## config.mk

```make
export PLATFORM = sky130hd
export DESIGN_NAME = mag2_framer
export DESIGN_NICKNAME = d
export VERILOG_FILES = /design/src/rtl/uesprit_pkg.sv /design/src/rtl/sq_mag_pipe.sv /design/src/rtl/mag2_framer.sv
export SDC_FILE = /design/constraint.sdc
export NUM_CORES = 1
export LEC_CHECK = 0
export CORE_MARGIN = 10
export CORE_UTILIZATION = 60
export DETAILED_ROUTE_END_ITERATION = 16
export GPL_ROUTABILITY_DRIVEN = 0
export GPL_TIMING_DRIVEN = 0
export PLACE_DENSITY = 0.79
export SLEW_MARGIN = 40
export SYNTH_ARGS = -nofsm -noshare
export SYNTH_HDL_FRONTEND = slang
export SYNTH_SLANG_ARGS = --single-unit
```

## constraint.sdc

```tcl
create_clock -name clk -period 8.2 [get_ports clk]
set_input_delay 1.64 -clock clk [delete_from_list [all_inputs] [get_ports clk]]
set_output_delay 1.64 -clock clk [all_outputs]
set_load 0.05 [all_outputs]
```

## src/rtl/uesprit_pkg.sv

```systemverilog
`default_nettype none
// ============================================================================
// Module      : uesprit_pkg
// Description : Shared widths and framing-state encoding for the scalar
//               unitary-ESPRIT chain (framer, accumulator, correlator).
// Revision    : 1.0 - initial release
// ============================================================================
package uesprit_pkg;

    localparam int DEF_DIN_WIDTH = 16;
    localparam int DEF_CNT_WIDTH = 16;

    // Framing state: IDLE waits for the first accepted sample, RUN counts.
    typedef enum logic [0:0] {
        ST_IDLE = 1'b0,
        ST_RUN  = 1'b1
    } frame_state_t;

endpackage : uesprit_pkg
`default_nettype wire

```

## src/rtl/sq_mag_pipe.sv

```systemverilog
`default_nettype none
// ============================================================================
// Module      : sq_mag_pipe
// Description : 3-stage re^2 + im^2 datapath (input reg, products, sum) with a
//               sideband tag bus travelling in lock-step with each sample.
// Revision    : 1.0 - initial release
// ============================================================================
module sq_mag_pipe #(
    parameter int DIN_WIDTH  = 16,
    parameter int DOUT_WIDTH = 32,
    parameter int TAG_WIDTH  = 17
) (
    input  logic                  clk,
    input  logic                  rst_n,
    input  logic [DIN_WIDTH-1:0]  in_re,
    input  logic [DIN_WIDTH-1:0]  in_im,
    input  logic                  in_valid,
    input  logic [TAG_WIDTH-1:0]  in_tag,
    output logic [DOUT_WIDTH-1:0] out_pwr,
    output logic                  out_valid,
    output logic [TAG_WIDTH-1:0]  out_tag
);

    localparam int PROD_WIDTH = 2 * DIN_WIDTH;

    logic [DIN_WIDTH-1:0]  re_q, re_d, im_q, im_d;
    logic                  v1_q, v1_d, v2_q, v2_d, v3_q, v3_d;
    logic [TAG_WIDTH-1:0]  tag1_q, tag1_d, tag2_q, tag2_d, tag3_q, tag3_d;
    logic [PROD_WIDTH-1:0] sq_re_q, sq_re_d, sq_im_q, sq_im_d;
    logic [DOUT_WIDTH-1:0] pwr_q, pwr_d;
    logic signed [PROD_WIDTH-1:0] re_ext, im_ext;

    // Next-state for all three stages; squares are always non-negative and the
    // worst-case sum 2^(2*DIN_WIDTH-1) fits in PROD_WIDTH bits unsigned.
    always_comb begin
        re_d    = in_re;
        im_d    = in_im;
        v1_d    = in_valid;
        tag1_d  = in_tag;
        re_ext  = {{DIN_WIDTH{re_q[DIN_WIDTH-1]}}, re_q};
        im_ext  = {{DIN_WIDTH{im_q[DIN_WIDTH-1]}}, im_q};
        sq_re_d = re_ext * re_ext;
        sq_im_d = im_ext * im_ext;
        v2_d    = v1_q;
        tag2_d  = tag1_q;
        pwr_d   = DOUT_WIDTH'(sq_re_q) + DOUT_WIDTH'(sq_im_q);
        v3_d    = v2_q;
        tag3_d  = tag2_q;
    end

    // Pipeline registers; reset drops anything in flight.
    always_ff @(posedge clk or negedge rst_n) begin
        if (!rst_n) begin
            re_q    <= '0;
            im_q    <= '0;
            v1_q    <= 1'b0;
            tag1_q  <= '0;
            sq_re_q <= '0;
            sq_im_q <= '0;
            v2_q    <= 1'b0;
            tag2_q  <= '0;
            pwr_q   <= '0;
            v3_q    <= 1'b0;
            tag3_q  <= '0;
        end else begin
            re_q    <= re_d;
            im_q    <= im_d;
            v1_q    <= v1_d;
            tag1_q  <= tag1_d;
            sq_re_q <= sq_re_d;
            sq_im_q <= sq_im_d;
            v2_q    <= v2_d;
            tag2_q  <= tag2_d;
            pwr_q   <= pwr_d;
            v3_q    <= v3_d;
            tag3_q  <= tag3_d;
        end
    end

    assign out_pwr   = pwr_q;
    assign out_valid = v3_q;
    assign out_tag   = tag3_q;

endmodule : sq_mag_pipe
`default_nettype wire

```

## src/rtl/mag2_framer.sv

```systemverilog
`default_nettype none
// ============================================================================
// Module      : mag2_framer
// Description : Instantaneous power |x|^2 of a complex stream, framed into
//               groups of frame_len accepted samples; acc_done marks the first
//               sample of each frame so the downstream accumulator restarts.
// Revision    : 1.0 - initial release
// ============================================================================
module mag2_framer
    import uesprit_pkg::*;
#(
    parameter int DIN_WIDTH  = DEF_DIN_WIDTH,
    parameter int DOUT_WIDTH = 2 * DIN_WIDTH,
    parameter int CNT_WIDTH  = DEF_CNT_WIDTH
) (
    input  logic                  clk,
    input  logic                  rst_n,
    input  logic [DIN_WIDTH-1:0]  din_re,
    input  logic [DIN_WIDTH-1:0]  din_im,
    input  logic                  din_valid,
    input  logic                  en,
    input  logic [CNT_WIDTH-1:0]  frame_len,
    output logic [DOUT_WIDTH-1:0] dout,
    output logic                  dout_valid,
    output logic                  acc_done,
    output logic [CNT_WIDTH-1:0]  frame_cnt
);

    localparam int TAG_WIDTH = CNT_WIDTH + 1;

    frame_state_t          state_q, state_d;
    logic [CNT_WIDTH-1:0]  cnt_q, cnt_d;
    logic [CNT_WIDTH-1:0]  len_q, len_d;
    logic                  accept;
    logic                  frame_start;
    logic                  last;
    logic [CNT_WIDTH-1:0]  eff_len;
    logic [TAG_WIDTH-1:0]  tag_in;
    logic [TAG_WIDTH-1:0]  tag_out;
    logic                  pipe_valid;

    assign accept = din_valid & en;

    // Framing next-state: a frame starts from IDLE or right after a wrap
    // (cnt back at 0); frame_len is only looked at on that start sample.
    always_comb begin
        state_d     = state_q;
        cnt_d       = cnt_q;
        len_d       = len_q;
        frame_start = (state_q == ST_IDLE) || (cnt_q == '0);
        eff_len     = frame_start ? frame_len : len_q;
        last        = (eff_len < CNT_WIDTH'(2)) || (cnt_q == eff_len - CNT_WIDTH'(1));
        tag_in      = {frame_start, cnt_q};
        if (!en) begin
            state_d = ST_IDLE;
            cnt_d   = '0;
        end else if (accept) begin
            state_d = ST_RUN;
            len_d   = eff_len;
            cnt_d   = last ? '0 : cnt_q + CNT_WIDTH'(1);
        end
    end

    // Framing state register.
    always_ff @(posedge clk or negedge rst_n) begin
        if (!rst_n) begin
            state_q <= ST_IDLE;
            cnt_q   <= '0;
            len_q   <= '0;
        end else begin
            state_q <= state_d;
            cnt_q   <= cnt_d;
            len_q   <= len_d;
        end
    end

    sq_mag_pipe #(
        .DIN_WIDTH  (DIN_WIDTH),
        .DOUT_WIDTH (DOUT_WIDTH),
        .TAG_WIDTH  (TAG_WIDTH)
    ) u_pipe (
        .clk       (clk),
        .rst_n     (rst_n),
        .in_re     (din_re),
        .in_im     (din_im),
        .in_valid  (accept),
        .in_tag    (tag_in),
        .out_pwr   (dout),
        .out_valid (pipe_valid),
        .out_tag   (tag_out)
    );

    // Sideband is only meaningful on valid beats, so it is masked otherwise.
    assign dout_valid = pipe_valid;
    assign acc_done   = pipe_valid & tag_out[CNT_WIDTH];
    assign frame_cnt  = pipe_valid ? tag_out[CNT_WIDTH-1:0] : '0;

endmodule : mag2_framer
`default_nettype wire

```

Word level (Yosys, flattened, before mapping)
Cells that the tools add are included.
- bits in registers: 215
- word-level logic and storage cells: 36
- $add $sub $neg: 3
- multipliers: 2
- order comparisons: 1
- equality and inequality tests: 2
- multiplexer cells: 7
- bitwise gates (word level): 3
- reductions and logical operators: 4
- operators by type and width (cell ; number):
    16-bit two-way mux ; 5
    16-bit by 16-bit multiplier with 32-bit output ; 2
    32-bit adder ; 1
    16-bit by 1-bit adder with 16-bit output, second input constant ; 1
    16-bit equality test ; 1
    16-bit zero test ; 1
    16-bit by 2-bit < comparator with 1-bit output, second input constant ; 1
    16-bit by 1-bit subtractor with 16-bit output, second input constant ; 1
    1-bit AND ; 2
    1-bit logical OR ; 2
    1-bit two-way mux ; 2
    2-bit by 1-bit inequality test with 1-bit output, second input constant ; 1
    2-bit AND reduction ; 1
    1-bit NOT ; 1

Longest topological paths before layout
- word-level depth: 9
- gate-level depth with buffers: 26
- mapped depth without buffers: 26

By module
From an unflattened synthesis, not the netlist that was laid out.
- cell total of the unflattened synthesis: 2657
- area total of the unflattened synthesis: 26520.4 sq um
- modules (own cells, without submodules) (module ; instances ; cells an instance ; area an instance (sq um) ; sequential area each (sq um)):
    sq_mag_pipe ; 1 ; 2287 ; 23455.0 ; 4504.3
    mag2_framer ; 1 ; 370 ; 3065.4 ; 825.8

Least setup slack after synthesis
OpenSTA, ideal clock, no wires.
- path type: flip-flop to flip-flop
- start point: register u_pipe.im_q[15]
- end point: register u_pipe.sq_im_q[31]
- arrival time: 6.446 ns
- setup slack: 1.629 ns
- cell stages (with the launch flop): 22
- path buffers: 1
- path through: dfrtp_1 inv_1 buf_1 nor2_1 fa_1 fa_1 fa_1 fa_1 fa_1 inv_1 fa_1 inv_1 ha_1 a21o_1 or3_1 o311a_1 a21oi_1 nor2_1 a2111oi_1 o21ai_0 a21oi_1 xnor2_1
- cells in the longest elaborated chain, start to end: 1
- RTL lines (what ; RTL line ; source):
    start: declaration ; sq_mag_pipe.sv:26 ; logic [DIN_WIDTH-1:0] re_q, re_d, im_q, im_d;
    start signal: assignment ; sq_mag_pipe.sv:67 ; im_q <= im_d;
    16-bit by 16-bit multiplier with 32-bit output ; sq_mag_pipe.sv:43 ; sq_im_d = im_ext * im_ext;
    named net u_pipe.sq_im_d[31] ; sq_mag_pipe.sv:29 ; logic [PROD_WIDTH-1:0] sq_re_q, sq_re_d, sq_im_q, sq_im_d;
    end signal: assignment ; sq_mag_pipe.sv:71 ; sq_im_q <= sq_im_d;
    end: declaration ; sq_mag_pipe.sv:29 ;
The timed path passes the listed nets, and every way through them passes these cells.
A chain may end at the register's enable or synchronous reset.

Final worst setup path
- start point: register u_pipe.im_q[2]
- end point: register u_pipe.sq_im_q[31]
Same word-level chain as after synthesis.

==> run_results.csv <==
group,metric,value,unit
floorplan,core,42980,sq um
cells_and_area,register_area,5330,sq um
floorplan,ios,102,
placed_design,dp_cells,3283,
yosys,yosys_warnings,0,
floorplan,die_x,228.1,um
worst_setup_path,cp_max_fo,10,
yosys,async_flop_share,1.000,
worst_setup_path,path_delay_family,"adder cells",
cells_and_area,drive_above_1_share,0.03281,
sta,clock_skew,0.02155,ns
cts,cts-resized-gates,0,
cts,clk_path_buf_depth,3,
worst_setup_path,path_common_cell,"fa_1",
worst_setup_path,rr_worst_depth,24,
routing,via_count,18010,
yosys,synth_edf_count,0,
worst_setup_path,end_kind,"flop",
cts,tritoncts,"built",
worst_setup_path,rrSetupSlack,0.35,ns
yosys,synth_area_leaders,"fa_1 (36%), dfrtp_1 (21%), ha_1 (10%)",
sta,hold_violations,0,
sta,rsz0062_at_grt,"no",
worst_setup_path,path_cells,"clkbuf_1 > clkbuf_1 > nand2_1 > fa_1 > fa_1 > fa_1 > inv_1 > fa_1 > fa_1 > inv_1 > fa_1 > inv_1 > ha_1 > a21oi_1 > nor2b_1 > a311oi_1 > nor2_1 > o311a_1 > a21oi_1 > nor2_1 > a2111oi_1 > o21ai_0 > a21oi_1 > xnor2_1",
sta,timing.final.crit_share,0.9574,
worst_setup_path,crit_required,8.67,ns
cts,clock_latency,0.56,ns
cts,cts_root_buffer,"clkbuf_16",
routing,wl,56.48,mm
worst_setup_path,timing.rr.start,"u_pipe.im_q[2]",
global_routing,grt_use_total,0.2235,
routing,topRoutingLayerUsed,"met4",
global_routing,grt_pass1_wl,95.57,mm
global_routing,grt_pass1_vias,20110,
cells_and_area,fillers,3311,
worst_setup_path,reg2reg_to,"u_pipe.sq_im_q[31]",
worst_setup_path,critical_path.max_stage_delay,0.67,ns
floorplan,rows,76,
floorplan,initial_core_util,0.6044,
yosys,ys_ff_latch,213,
global_routing,antenna_found_initial,0,
worst_setup_path,slowest_stage,"a2111oi_1",
hold_path,holdPathStages,0,
hold_path,holdPathEnd,"u_pipe.out_tag[4]",
routing,via_per_inst,5.412,
cells_and_area,area_growth,10.36,%
cts,postCtsHoldBufs,0,
hold_path,hp-start,"u_pipe.tag2_q[4]",
yosys,yosysSeqAreaShare,0.2052,
placed_design,io_buffers,101,
global_routing,gr-total-overflow,0,
placed_design,dp_hpwl,46.69,mm
cts,clk_pin_slew,0.06,ns
flow_run,cap_viol_max_count,0,
sta,setup_viol,0,
cts,cts_buffers,26,
yosys,syn_area_per_cell,10.01,sq um
sta,max_freq,127.4,MHz
routing,met1_length,21.85,mm
worst_setup_path,critPathLaunch,"u_pipe.im_q[2]",
sta,tightest_slew,0.7433,ns
status,outcome,"finished, final reports clean",
routing,routedWlPerCell,16.97,um
cts,clkSinkCount,213,
worst_setup_path,cp.arrival,8.32,ns
cts,htreeDepth,1,
yosys,synth_nets,3327,
sta,relSlewSlack,0.4903,
routing,drtIter0Drc,1058,
yosys,ys_types,62,
cells_and_area,final_cells,3328,
floorplan,die_y,228.1,um
routing,met3WireLength,3.785,mm
routing,drtAntennaViolNets,0,
yosys,syn_inst,2595,
yosys,synth_top_area_frac,0.3607,
global_routing,grt_max_degree,81,
yosys,synthesis.area,25980,sq um
yosys,synth_top_area_cell,"fa_1",
floorplan,die_area,52020,sq um
cells_and_area,multiInputGateArea,17870,sq um
routing,drc,0,
worst_setup_path,setup.worst_path.start_class,"flop",
worst_setup_path,crit_type,"reg2reg",
routing,dr.pass1.iters,6,
worst_setup_path,critPathBufInv,5,
sta,slew_viol_final,0,
cells_and_area,insertedDiodeCount,0,
cts,postCtsSetupBuffers,0,
sta,fin_crit,7.851,ns
routing,wl_met2,28.59,mm
cells_and_area,fin_nets,3458,
yosys,ys.flop_type,"dfrtp_1",
hold_path,hp-class,"reg2reg",
-- metal layers --
| layer | up-vias | global-route usage |
|---|---|---|
| met2 | 612 | 0.3899 |
| met4 | 0 | 0.08665 |
| met3 | 173 | 0.03922 |
| met1 | 9142 | 0.2720 |
| met5 | - | 0 |
| li1 | 8085 | - |
-- cell usage after synthesis (7+ instances only) --
| cell type | count |
|---|---|
| clkbuf_1 | 49 |
| xor2_1 | 34 |
| a21o_1 | 40 |
| inv_1 | 665 |
| nor3_1 | 11 |
| o21a_1 | 14 |
| a31oi_1 | 15 |
| and2_1 | 91 |
| a211oi_1 | 9 |
| xnor2_1 | 98 |
| o21bai_1 | 7 |
| ha_1 | 212 |
| mux2i_1 | 25 |
| a21oi_1 | 75 |
| and3_1 | 21 |
| fa_1 | 468 |
| nor2b_1 | 18 |
| dfrtp_1 | 213 |
| nand2b_1 | 25 |
| a31o_2 | 7 |
| nand3_1 | 32 |
| mux2_2 | 18 |
| nor4_1 | 11 |
| nand2_1 | 190 |
| o21ai_0 | 42 |
| nor2_1 | 132 |
-- through the flow --
stage / utilization / area [sq um] / TNS (ns) / setup slack [ns] / hold slack (ns)
3_5_place_dp: 0.6463 / 27780 / 0 / 0.5189 / 0.3347
4_1_cts: 0.6668 / 28660 / 0 / 0.4897 / 0.3437
5_1_grt: 0.6670 / 28670 / 0 / 0.05858 / 0.3486
2_1_floorplan: - / 25980 / 0 / 1.629 / 0.3312
6_report: 0.6670 / 28670 / 0 / 0.3490 / 0.3434
3_3_place_gp: 0.6449 / 27720 / -686.43 / -3.261 / 0.3357
-- kinds of logic (layout without fill, tap and decap cells) --
family | after synthesis | count (layout) | synth area share
adder cells (fa/ha/maj) | 680 | 680 | 0.4628
buffers and inverters | 727 | 875 | 0.1072
flip-flops | 213 | 213 | 0.2052
XOR/XNOR | 133 | 133 | 0.04513
multiplexers | 43 | 43 | 0.01744
AO/OA/AOI/OAI | 242 | 242 | 0.05997
AND/OR/NAND/NOR | 557 | 557 | 0.1024
-- placed cells by master (no fill, tap or decap), types with 5 or more instances in the layout --
| cell type | n |
|---|---|
| nor2_1 | 132 |
| and2_1 | 91 |
| o21a_1 | 14 |
| nand2_1 | 190 |
| o21ai_0 | 42 |
| clkbuf_16 | 27 |
| mux2_2 | 18 |
| nand3_1 | 32 |
| mux2i_1 | 25 |
| dfrtp_1 | 213 |
| nor4_1 | 11 |
| a31o_2 | 7 |
| a21oi_1 | 75 |
| clkinv_2 | 5 |
| xnor2_1 | 98 |
| clkbuf_1 | 51 |
| o21bai_1 | 7 |
| nand2b_1 | 25 |
| a21o_1 | 40 |
| nor3_1 | 11 |
| clkdlybuf4s50_1 | 100 |
| xor2_1 | 34 |
| a211oi_1 | 9 |
| and3_1 | 21 |
| nor2b_1 | 18 |
| a31oi_1 | 15 |
| ha_1 | 212 |
| fa_1 | 468 |
| inv_1 | 665 |
-- flip-flops by register name, summed over array words and instances, names as in the netlist --
signal	count
u_pipe.v2_q	1
u_pipe.sq_re_q	31
u_pipe.tag1_q	17
u_pipe.sq_im_q	31
len_q	16
u_pipe.v1_q	1
u_pipe.out_pwr	32
state_q	1
u_pipe.tag2_q	17
u_pipe.out_tag	17
u_pipe.re_q	16
u_pipe.im_q	16
cnt_q	16
u_pipe.out_valid	1
-- how the worst max path moves through the flow --
stage	depth (start not counted)	end
6_report	24	u_pipe.sq_im_q[31]
5_1_grt	24	u_pipe.sq_im_q[31]
4_1_cts	24	u_pipe.sq_im_q[31]
3_5_place_dp	24	u_pipe.sq_im_q[31]
3_3_place_gp	1	u_pipe.re_q[3]
2_1_floorplan	21	u_pipe.sq_im_q[31]
-- final cells by class --
| cell class | count | area share |
|---|---|---|
| inverter | 665 | 0.08707 |
| timing repair buffer | 103 | 0.03736 |
| buffer | 62 | 0.01004 |
| multi-input combinational | 1655 | 0.6234 |
| sequential | 213 | 0.1859 |
| clock buffer | 30 | 0.02431 |
| tap | 585 | 0.02553 |
| clock inverter | 15 | 0.006416 |
Power is left out: the tool's default activity adds up to more than one toggle a clock period on the data nets, which glitch-free logic cannot reach.
